**src/rtl/conv_out_collector.sv**
```systemverilog
// conv_out_collector: bias, round/requantise, ReLU, raster tag and FWFT buffering of PE results
module conv_out_collector #(
    parameter int KERNEL_SIZE = 2,
    parameter int FM_SIZE     = 4,
    parameter int OUT_WIDTH   = 16,
    parameter int FRAC_SHIFT  = 8,
    parameter int FIFO_DEPTH  = 8
) (
    input  logic                          i_clk,
    input  logic                          i_rst,
    input  logic                          i_en,
    input  logic [47:0]                   i_P,
    input  logic [31:0]                   i_bias,
    input  logic                          i_relu_en,
    output logic [OUT_WIDTH-1:0]          o_data,
    output logic                          o_last,
    output logic                          o_valid,
    input  logic                          i_ready,
    output logic                          o_frame_done,
    output logic                          o_overflow,
    output logic [$clog2(FIFO_DEPTH):0]   o_count
);
    localparam int OUT_DIM = FM_SIZE - KERNEL_SIZE + 1;
    localparam int CW = OUT_DIM > 1 ? $clog2(OUT_DIM) : 1;
    localparam int AW = $clog2(FIFO_DEPTH);
    localparam logic signed [49:0] RND  = 50'sd1 <<< FRAC_SHIFT >>> 1;
    localparam logic signed [49:0] SMAX = (50'sd1 <<< (OUT_WIDTH - 1)) - 50'sd1;
    localparam logic signed [49:0] SMIN = -SMAX - 50'sd1;

    logic [CW-1:0] col, row;
    logic last_col, last_row;
    logic s1_valid, s1_relu, s1_last;
    logic [48:0] s1_sum;
    logic s2_valid, s2_last;
    logic [OUT_WIDTH-1:0] s2_data;
    logic signed [49:0] rnd, shf, rel;
    logic [OUT_WIDTH-1:0] sat;
    logic [OUT_WIDTH:0] mem [FIFO_DEPTH];
    logic [AW-1:0] wp, rp;
    logic full, pop, wr, drop;

    assign last_col = col == CW'(OUT_DIM - 1);
    assign last_row = row == CW'(OUT_DIM - 1);
    assign o_valid  = o_count != '0;
    assign o_data   = o_valid ? mem[rp][OUT_WIDTH-1:0] : '0;
    assign o_last   = o_valid & mem[rp][OUT_WIDTH];
    assign full     = o_count == (AW + 1)'(FIFO_DEPTH);
    assign pop      = o_valid & i_ready;
    assign wr       = s2_valid & (~full | pop);
    assign drop     = s2_valid & full & ~pop;

    // round half up, optional ReLU, then saturate to the signed output range
    always_comb begin
        rnd = {s1_sum[48], s1_sum} + RND;
        shf = rnd >>> FRAC_SHIFT;
        rel = (s1_relu && shf[49]) ? '0 : shf;
        sat = rel > SMAX ? OUT_WIDTH'(SMAX) : rel < SMIN ? OUT_WIDTH'(SMIN) : rel[OUT_WIDTH-1:0];
    end

    // pipeline valids and raster position; counters advance on every accepted input
    always_ff @(posedge i_clk) begin
        if (i_rst) begin
            s1_valid <= 1'b0;
            s2_valid <= 1'b0;
            col      <= '0;
            row      <= '0;
        end else begin
            s1_valid <= i_en;
            s2_valid <= s1_valid;
            if (i_en) begin
                col <= last_col ? '0 : col + CW'(1);
                row <= last_col ? (last_row ? '0 : row + CW'(1)) : row;
            end
        end
    end

    // pipeline data: bias add in stage 1, requantised result in stage 2
    always_ff @(posedge i_clk) begin
        s1_sum  <= {i_P[47], i_P} + {{17{i_bias[31]}}, i_bias};
        s1_relu <= i_relu_en;
        s1_last <= last_col & last_row;
        s2_data <= sat;
        s2_last <= s1_last;
    end

    // FIFO storage; a write while full only happens alongside a pop
    always_ff @(posedge i_clk) begin
        if (wr) mem[wp] <= {s2_last, s2_data};
    end

    // FIFO pointers, occupancy, sticky drop flag and end-of-frame pulse
    always_ff @(posedge i_clk) begin
        if (i_rst) begin
            wp           <= '0;
            rp           <= '0;
            o_count      <= '0;
            o_overflow   <= 1'b0;
            o_frame_done <= 1'b0;
        end else begin
            if (wr) wp <= wp + AW'(1);
            if (pop) rp <= rp + AW'(1);
            o_count      <= o_count + {{AW{1'b0}}, wr} - {{AW{1'b0}}, pop};
            o_overflow   <= o_overflow | drop;
            o_frame_done <= pop & mem[rp][OUT_WIDTH];
        end
    end
endmodule

```
**config.mk**
```make
export PLATFORM = sky130hd
export DESIGN_NAME = conv_out_collector
export DESIGN_NICKNAME = d
export VERILOG_FILES = /design/src/rtl/conv_out_collector.sv
export SDC_FILE = /design/constraint.sdc
export NUM_CORES = 1
export LEC_CHECK = 0
export BUFFER_PORTS_ARGS = -buffer_cell sky130_fd_sc_hd__buf_2
export CAP_MARGIN = 5
export CORE_ASPECT_RATIO = 1.75
export CORE_MARGIN = 2
export CORE_UTILIZATION = 42
export CTS_CLUSTER_SIZE = 40
export DETAILED_ROUTE_END_ITERATION = 10
export MAX_ROUTING_LAYER = met4
export PLACE_DENSITY = 0.66
export SKIP_LAST_GASP = 1
export SLEW_MARGIN = 25
export SYNTH_ARGS = -nofsm -noshare
export SYNTH_HDL_FRONTEND = slang
export SYNTH_SLANG_ARGS = --single-unit
```
**constraint.sdc**
```tcl
create_clock -name i_clk -period 3.3 [get_ports i_clk]
set_input_delay 0.33 -clock i_clk [delete_from_list [all_inputs] [get_ports i_clk]]
set_output_delay 0.33 -clock i_clk [all_outputs]
set_load 0.01 [all_outputs]
```
# == Word-level counts from Yosys, hierarchy flattened ==
# Memories as Yosys holds them, arrays and structs flattened. A register that Yosys moved wholly into a read port is not among the register bits.
# Index checks and enable logic that the tools add are counted.
# op_classes
addsub,8
n_lt_le_gt_ge,2
n_eq_ne,3
muxes,9
n_bitwise,11
n_reduce_logical,3
# op_table
operator,n
"49-bit by 9-bit adder with 50-bit output, second input constant",1
"50-bit by 16-bit > comparator with 1-bit output, second input constant",1
"50-bit by 16-bit less-than comparator with 1-bit output, second input constant",1
50-bit 2-to-1 mux,1
48-bit by 32-bit adder with 49-bit output,1
16-bit 2-to-1 mux,2
1-bit bitwise AND,7
"3-bit by 1-bit adder with 3-bit output, second input constant",2
3-bit 2-to-1 mux,2
"2-bit by 1-bit adder with 2-bit output, second input constant",2
4-bit by 1-bit adder with 4-bit output,1
"2-bit equality test, second input constant",2
"4-bit equality test, second input constant",1
2-bit 2-to-1 mux,2
4-bit nonzero test,1
4-bit by 1-bit subtractor with 4-bit output,1
1-bit 2-to-1 mux,2
1-bit inverter,2
1-bit OR,2
2-bit AND reduction,1
1-bit logical AND,1
# word_totals
regBits,86
ramBits,136
in_bits,85
elab_cells,51
mem_count,1
# memory_table
memory,words,width,read_ports,rd_ports_with_merged_regs,write_ports,line_no,source
mem,8,17,1,1,1,38,logic [OUT_WIDTH:0] mem [FIFO_DEPTH];

# == Longest topological paths before layout ==
# Gate-level depths: netlist of the first run.
# logic_depth
word_depth,6
ltp_mapped,15

# == Least setup slack after synthesis of the first run ==
# Ideal clock, no wire load.
# synth_path
path_type,reg-to-reg
start,register o_count[2]
end,memory mem[0][0] in the netlist's numbering (enable)
setup_time_ns,0.413
t_arrival_ns,2.966
path_slack_ns,-0.079
path_stages_with_launch,11
cell_sequence,dfxtp_1 > inv_1 > ha_1 > and2_1 > clkbuf_1 > inv_1 > nand2_1 > nand3_1 > nand2_1 > or2_2 > nor3_1
# synth_via
elab_chain_cells,6
elab_cells_between_ends,8
# synth_rtl
item,line_no,source
start: declaration,21,output logic [$clog2(FIFO_DEPTH):0] o_count
start signal: assignment,102,"o_count <= o_count + {{AW{1'b0}}, wr} - {{AW{1'b0}}, pop};"
4-bit nonzero test,44,assign o_valid = o_count != '0;
via o_valid,17,"output logic o_valid,"
1-bit bitwise AND,48,assign pop = o_valid & i_ready;
1-bit OR,49,assign wr = s2_valid & (~full | pop);
1-bit bitwise AND,49,
1-bit 2-to-1 mux,88,"if (wr) mem[wp] <= {s2_last, s2_data};"
1-bit 2-to-1 mux (not written as such),88,
end: declaration,38,
# The timed path passes the listed nets, and every way through them passes these cells.

# == Worst setup path after layout of the first run ==
# layout_path
start,register s1_sum[24]
end,register s2_data[3]
# layout_via
elab_chain_cells,5
elab_cells_between_ends,6
# layout_rtl
item,line_no,source
start: declaration,33,logic [48:0] s1_sum;
start signal: assignment,79,"s1_sum <= {i_P[47], i_P} + {{17{i_bias[31]}}, i_bias};"
49-bit by 9-bit adder with 50-bit output *,54,"rnd = {s1_sum[48], s1_sum} + RND;"
1-bit logical AND,56,rel = (s1_relu && shf[49]) ? '0 : shf;
50-bit 2-to-1 mux *,56,
50-bit by 16-bit less-than comparator with 1-bit output,57,sat = rel > SMAX ? OUT_WIDTH'(SMAX) : rel < SMIN ? OUT_WIDTH'(SMIN) : rel[OUT_WIDTH-1:0];
16-bit 2-to-1 mux,57,
end signal: assignment,82,s2_data <= sat;
end: declaration,35,logic [OUT_WIDTH-1:0] s2_data;
# Mark *: on every way between the ends. The rest lies on a longest branch, timed or not.
# A chain may end at the register's enable or synchronous reset.

==> results of run 1 <==
[cells in the mapped netlist (6+ instances only)]
cell type | count | area (um2)
nand3_1 | 33 | 165.2
a21oi_1 | 48 | 240.2
xor2_1 | 22 | 192.7
nand2_1 | 51 | 191.4
ha_1 | 56 | 700.7
mux2i_1 | 21 | 210.2
or3_1 | 7 | 43.79
o21ai_1 | 12 | 60.06
a21boi_0 | 6 | 45.04
a31oi_1 | 12 | 75.07
a21o_1 | 28 | 210.2
nand4_1 | 16 | 100.1
dfxtp_1 | 82 | 1642
clkbuf_1 | 16 | 60.06
buf_1 | 6 | 22.52
nand2b_1 | 6 | 37.54
and3_1 | 20 | 125.1
inv_1 | 18 | 67.56
edfxtp_1 | 136 | 4084
mux4_2 | 34 | 765.7
o21a_1 | 8 | 60.06
o21ai_0 | 34 | 170.2
nor2_1 | 81 | 304.0
and2_1 | 8 | 50.05
xnor2_1 | 34 | 297.8
o211ai_1 | 7 | 52.55
nor2b_1 | 9 | 56.30
nor3_1 | 18 | 90.09
[sequential cells by signal, summed over array words and instances (netlist names), 2 cells and up, named ones only]
register,count
mem,136
row,2
wp,3
rp,3
o_count,4
col,2
s1_sum,42
s2_data,16
[cells by family (layout without fill, tap and decap cells)]
group | after synthesis | after routing
AOI/OAI and AO/OA | 195 | 195
xor gates and xnor gates | 56 | 56
adders and majority gates | 57 | 57
buffers and inverters | 52 | 194
DFF | 218 | 218
muxes | 56 | 56
and+or+nand+nor | 284 | 284
[power breakdown]
part / leakage (nW) / internal (mW) / switching (mW) / total, mW
registers: 1.88 / 3.16 / 0.337 / 3.49
clock network: 0.296 / 1.14 / 0.939 / 2.08
logic: 2.64 / 0.954 / 0.971 / 1.92
[worst min-delay path, cell delays in order]
cell	delay [ps]
buf_2	110
inv_1	70
nor2_1	110
[through the flow]
step | power [mW] | utilization | TNS (ps) | worst slack (ps) | hold slack [ps]
after floorplan | 4.830 | - | 0 | 196.5 | 309.6
after global placement | 5.469 | 0.4638 | 0 | 24.48 | 322.8
after detailed placement | 5.499 | 0.4638 | -69.21 | -69.21 | 322.1
after CTS | 7.579 | 0.4868 | 0 | 50.83 | 156.6
after global routing | 7.923 | 0.4899 | 0 | 23.84 | 175.9
final | 7.494 | 0.4899 | 0 | 173.7 | 172.9
[area by class of cell]
type                       instances  area share
clock buffer                      23     0.04134
timing repair buffer             143     0.06513
multi-input combinational        648      0.3979
clock inverter                    10    0.004759
sequential                       218      0.4538
tap                              320     0.03172
inverter                          18    0.005353
[final timing paths]
kind / from / endpoint / slack [ps] / depth (start not counted)
min: i_en / s1_valid / 170 / 3
min reg2reg: s1_last / s2_last / 340 / 0
max reg2reg: s1_sum[24] / s2_data[3] / 170 / 10
max: s1_sum[24] / s2_data[3] / 170 / 10
[what timing repair did]
item                                   in CTS  in global routing
endpoints found under the hold margin       1                  0
buffers inserted                            0                  2
setup endpoints to repair                   0                 15
hold buffers                                1                  0
resized for setup                           0                 13
[layer usage]
layer  track usage  vias to the layer above
met5             -                        -
met4       0.06300                        0
met3       0.01844                       49
met2        0.3476                      166
met1        0.1795                     3620
li1              -                     3757
==> metrics.md, run 1 <==
| Metric | Value |
|---|---|
| Number of I/O pins | 109 |
| DR iter-0 viols | 443 |
| RSZ-0062 raised after global routing | no |
| Fin cells | between 1000 and 1500 |
| Metal1 wirelength | about 8700 um |
| Main synth FF type | edfxtp_1 |
| Cells after Synth | a little over 900 |
| Clk Tree Root Cell | clkbuf_16 |
| Post-synthesis cell type count | between 70 and 80 |
| First-pass GRT wire length | 38290 um |
| Cell row count | 78 |
| Largest family of logic cells by synthesized area | simple AND/OR/NAND/NOR gates |
| Slowest CP cell | or4_4 |
| Synth Area in Compound Gates | 0.1166 |
| DR vias/cell | 5.501 |
| Num CTS Buffers | 19 |
| Sequential cell area | between 5000 and 6000 um2 |
| Min Tclk post-route | between 3000 and 4000 ps |
| Worst slew pin tran | 823.0 ps |
| #FFs+latches synth | between 200 and 250 |
| Reg clk slew, reported paths | around 70 ps |
| GRT Residual Overflow | 0 |
| Clock Latency Late Sink | 490 ps |
| Final wirelength | 23550 um |
| Metal2 WL | 13420 um |
| Cell Area, Placed | around 12000 um2 |
| Post-synthesis simple-gate area fraction | 0.1352 |
| Via count | ~7600 |
| Syn_area_per_cell | about 12 um2 |
| Post-DP HPWL | approximately 18000 um |
| Initial core utilization | 0.4236 |
| Synth Area in XOR/XNOR | 0.04494 |
| Share of cells above drive strength 1 | 0.2208 |
| DR WL/cell | 17.07 um |
| # port buffers | about 110 |
| Synth-to-layout area growth | 15.65% |
| Die Area | 27340 um2 |
| Post-route cell area | roughly 13000 um2 |
| Commonest non-fill, non-tap cell in the layout | edfxtp_1 |
| Fin crit share | 0.9474 |
| CP peak stage delay | between 400 and 500 ps |
| Power Dens Cells | slightly below 600 nW/um2 |
| Mux cell area share after synthesis | 0.09046 |
| Number of H-tree levels | 1 |
| Placed insts | ~1300 |
| # clock sinks | about 220 |
| Critical Path End Type | register |
| CTS tree | built |
| Area of the multi-input gates | 5022 um2 |
| DR pass1 iterations | 5 |
| Initial antenna violation count | 0 |
| Gr usage total | 0.1773 |
| Met3 WL | just under 800 um |
| Worst vdd ir | 0.2964 mV |
| FFs w/ async S/R, synth | 0 |
| Setup violations, final | 0 |
| Leakage | 4.811 nW |
| Critical Path AT | about 3500 ps |
| Vias in the first global route | 7710 |
| Ys Warns | 0 |
| Antenna Cells | 0 |
| Die Ht | 217.2 um |
| CP Max Fanout | 15 |
| DRC violations left | 0 |
| HP Class | input pin to register |
| Max Transition Viols Final | 0 |
| Commonest cells after routing, fill and taps aside | edfxtp_1, buf_2, dfxtp_1 |
| Crit-path leading delay family | simple AND/OR/NAND/NOR gates |
| Nets | approximately 1200 |
| Max-slew headroom | 0.4466 |
| Adder-cell share of the synthesized area | 0.06604 |
| Core ar. | approximately 26000 um2 |
| Fillcell total | around 2400 |
| CP Class | register to register |
| Pin count of the biggest net entering global routing | 20 |
| Worst EP required | about 3700 ps |
| Syn Nets | approximately 1100 |
| Worst path cell trace | and4_1 -> and4_4 -> nand3_1 -> or3_1 -> a21oi_1 -> o21ai_1 -> or4_4 -> o41ai_4 -> buf_6 -> o21ai_0 |
| Final hold violation count | 0 |
| CP Launch Type | register |
| Fmax | around 320 MHz |
| Setup Skew | around 6.4 ps |
| Chip width | roughly 130 um |
| Antenna-violating nets left | 0 |
| WP buf/inv | 1 |
| Sequential fraction of the synthesis area | 0.5247 |
| MaxCap Viol Count | 0 |
| Placer Congestion | approximately 0.95 |
| DR top layer | met4 |
| Mapped cell area | between 10000 and 15000 um2 |
| Status | completed |
| Post-synth EDFFs | between 100 and 150 |
| Clock tree buffer depth | 3 |
No activity file was read; power rests on OpenSTA's default activity.
==> inputs of run 2 (changes only) <==
==> constraint.sdc (replaced) <==
create_clock -name i_clk -period 3.3 [get_ports i_clk]
set_input_delay 0.33 -clock i_clk [delete_from_list [all_inputs] [get_ports i_clk]]
set_output_delay 0.33 -clock i_clk [all_outputs]
set_load 0.005 [all_outputs]
==> run 2 against run 1 <==
  * First-iteration DRC count is 1.4% lower
  * Largest cell class unchanged
  * Cell count increased by 0.14%
  * Clock power up 5%
  * Non-clock buffer count up 1
  * Combinational power decreased by 3%
  * Via count increased by 0.24%
  * Highest routed layer unchanged
  * Clock-buffer cell count increased by 5
==> metrics.md, run 2 (same netlist as run 1, synthesis figures left out) <==
| Metric | Value |
|---|---|
| Cell row count | 78 |
| DR iter-0 viols | between 400 and 500 |
| Most flops, register | mem |
| Worst slew pin tran | around 840 ps |
| Slowest CP cell | or4_4 |
| Placer Congestion | slightly below 1 |
| Fin cells | between 1000 and 1500 |
| Metal1 wirelength | 8846 um |
| Post-route cell area | 12650 um2 |
| Number of I/O pins | 109 |
| Chip width | approximately 130 um |
| Initial core utilization | 0.4236 |
| Fmax | roughly 320 MHz |
| Number of H-tree levels | 1 |
| Final hold violation count | 0 |
| Critical Path End Type | register |
| Crit path launch | s1_sum[24] |
| DR top layer | met4 |
| R2r worst-path depth | 10 |
| CP Max Fanout | 15 |
| Die Ht | around 220 um |
| Cell Area, Placed | roughly 12000 um2 |
| # port buffers | roughly 110 |
| Clk Tree Root Cell | clkbuf_16 |
| CP peak stage delay | between 400 and 500 ps |
| Critical Path AT | 3510 ps |
| Min Tclk post-route | between 3000 and 4000 ps |
| CP Launch Type | register |
| Gr usage total | 0.1733 |
| Worst EP required | between 3000 and 4000 ps |
| DR pass1 iterations | 5 |
| Core ar. | 25760 um2 |
| Final wirelength | 23310 um |
| DR vias/cell | roughly 5.5 |
| FF-to-FF Start | s1_sum[24] |
| Largest registers | mem: 136 flops, s1_sum: 42 flops, s2_data: 16 flops |
| Share of cells above drive strength 1 | 0.2175 |
| Setup violations, final | 0 |
| Critical Path End | s2_data[4] |
| GRT Residual Overflow | 0 |
| Antenna-violating nets left | 0 |
| Fin crit share | 0.9552 |
| MaxCap Viol Count | 0 |
| Initial antenna violation count | 0 |
| RSZ-0062 raised after global routing | no |
| Placed insts | about 1300 |
| Reg clk slew, reported paths | ~70 ps |
| Max reg flops | approximately 140 |
| First-pass GRT wire length | between 30000 and 40000 um |
| Final worst slack | between 100 and 150 ps |
| HP Class | input pin to register |
| Die Area | 27340 um2 |
| Via count | 7610 |
| Clock Latency Late Sink | 500 ps |
| Worst reg2reg endpoint | s2_data[4] |
| Worst hold slack | ~160 ps |
| Max-slew headroom | 0.4381 |
| Synth-to-layout area growth | 15.91% |
| DR WL/cell | between 15 and 20 um |
| CTS tree | built |
| Met3 WL | a little over 700 um |
| Antenna Cells | 0 |
| Pre-CTS WS | -49.85 ps |
| Reg2reg setup slack | 150 ps |
| Commonest non-fill, non-tap cell in the layout | edfxtp_1 |
| Leakage | 4.815 nW |
| Power Dens Cells | about 600 nW/um2 |
| Hold path startpoint | i_en |
| Commonest cells after routing, fill and taps aside | edfxtp_1, buf_2, dfxtp_1 |
| CP Class | register to register |
| Status | completed |
| Pin count of the biggest net entering global routing | 20 |
| # clock sinks | 218 |
| Setup TNS | 0 ps |
| Nets | about 1200 |
| Num CTS Buffers | 19 |
| Pwr Total | around 7.5 mW |
| Worst vdd ir | 0.3219 mV |
| Worst path cell trace | and4_1 -> and4_4 -> nand3_1 -> or3_1 -> a21oi_1 -> o21ai_1 -> or4_4 -> o41ai_4 -> buf_4 -> o21ai_0 |
| DRC violations left | 0 |
| Clock tree buffer depth | 3 |
| Post-DP HPWL | 17580 um |
| Setup Skew | about 8.0 ps |
| Final core occ | 0.4910 |
| Max Transition Viols Final | 0 |
| Metal2 WL | roughly 13000 um |
| Vias in the first global route | approximately 7600 |
==> run 2: cell types whose count changed in the layout (fill, tap and decap cells not counted), moves of 2 or more <==
cell	previous run	this run
and3_2	4	2
clkinv_4	2	0
and3_1	18	20
buf_4	32	34
clkinv_2	4	1
clkbuf_1	2	6
==> run 2: cell type report <==
| class | instances | area, um2 |
|---|---|---|
| multi-input combinational | 648 | 5011 |
| fill | 2369 | 13120 |
| clock inverter | 6 | 67.56 |
| inverter | 18 | 67.56 |
| sequential | 218 | 5727 |
| clock buffer | 28 | 550.5 |
| timing repair buffer | 144 | 825.8 |
| tap | 320 | 400.4 |
==> run 2: power by group <==
part           switching (mW)  internal [mW]  total [mW]
sequential              0.309           3.16        3.47
clock                   0.940           1.25        2.19
combinational           0.923          0.938        1.86
total                    2.17           5.35        7.52
==> run 2: worst min path at each step <==
stage                     cells past startpoint       end  slack [ps]
final                                         3  s1_valid         160
after global routing                          3  s1_valid         170
after CTS                                     3  s1_valid         140
after detailed placement                      0   s2_last         320
after global placement                        0   s2_last         310
after floorplan                               0   s2_last         310
==> run 2: routing by layer <==
| layer | track usage | up-vias |
|---|---|---|
| met5 | - | - |
| li1 | - | 3746 |
| met2 | 0.3330 | 180 |
| met4 | 0.07106 | 0 |
| met3 | 0.01549 | 72 |
| met1 | 0.1789 | 3612 |
==> run 2: critical path: cells and delay by family, from the launching register on <==
family | cells | cell delay (ps)
compound gates | 4 | 700
buf+inv | 1 | 230
flops | 1 | 420
simple gates | 5 | 1660
==> run 2: repair_timing <==
action	in CTS	in global routing
hold buffers	1	0
resized for setup	0	9
endpoints found under the setup margin	0	15
endpoints found under the hold margin	1	0
buffers inserted	0	2
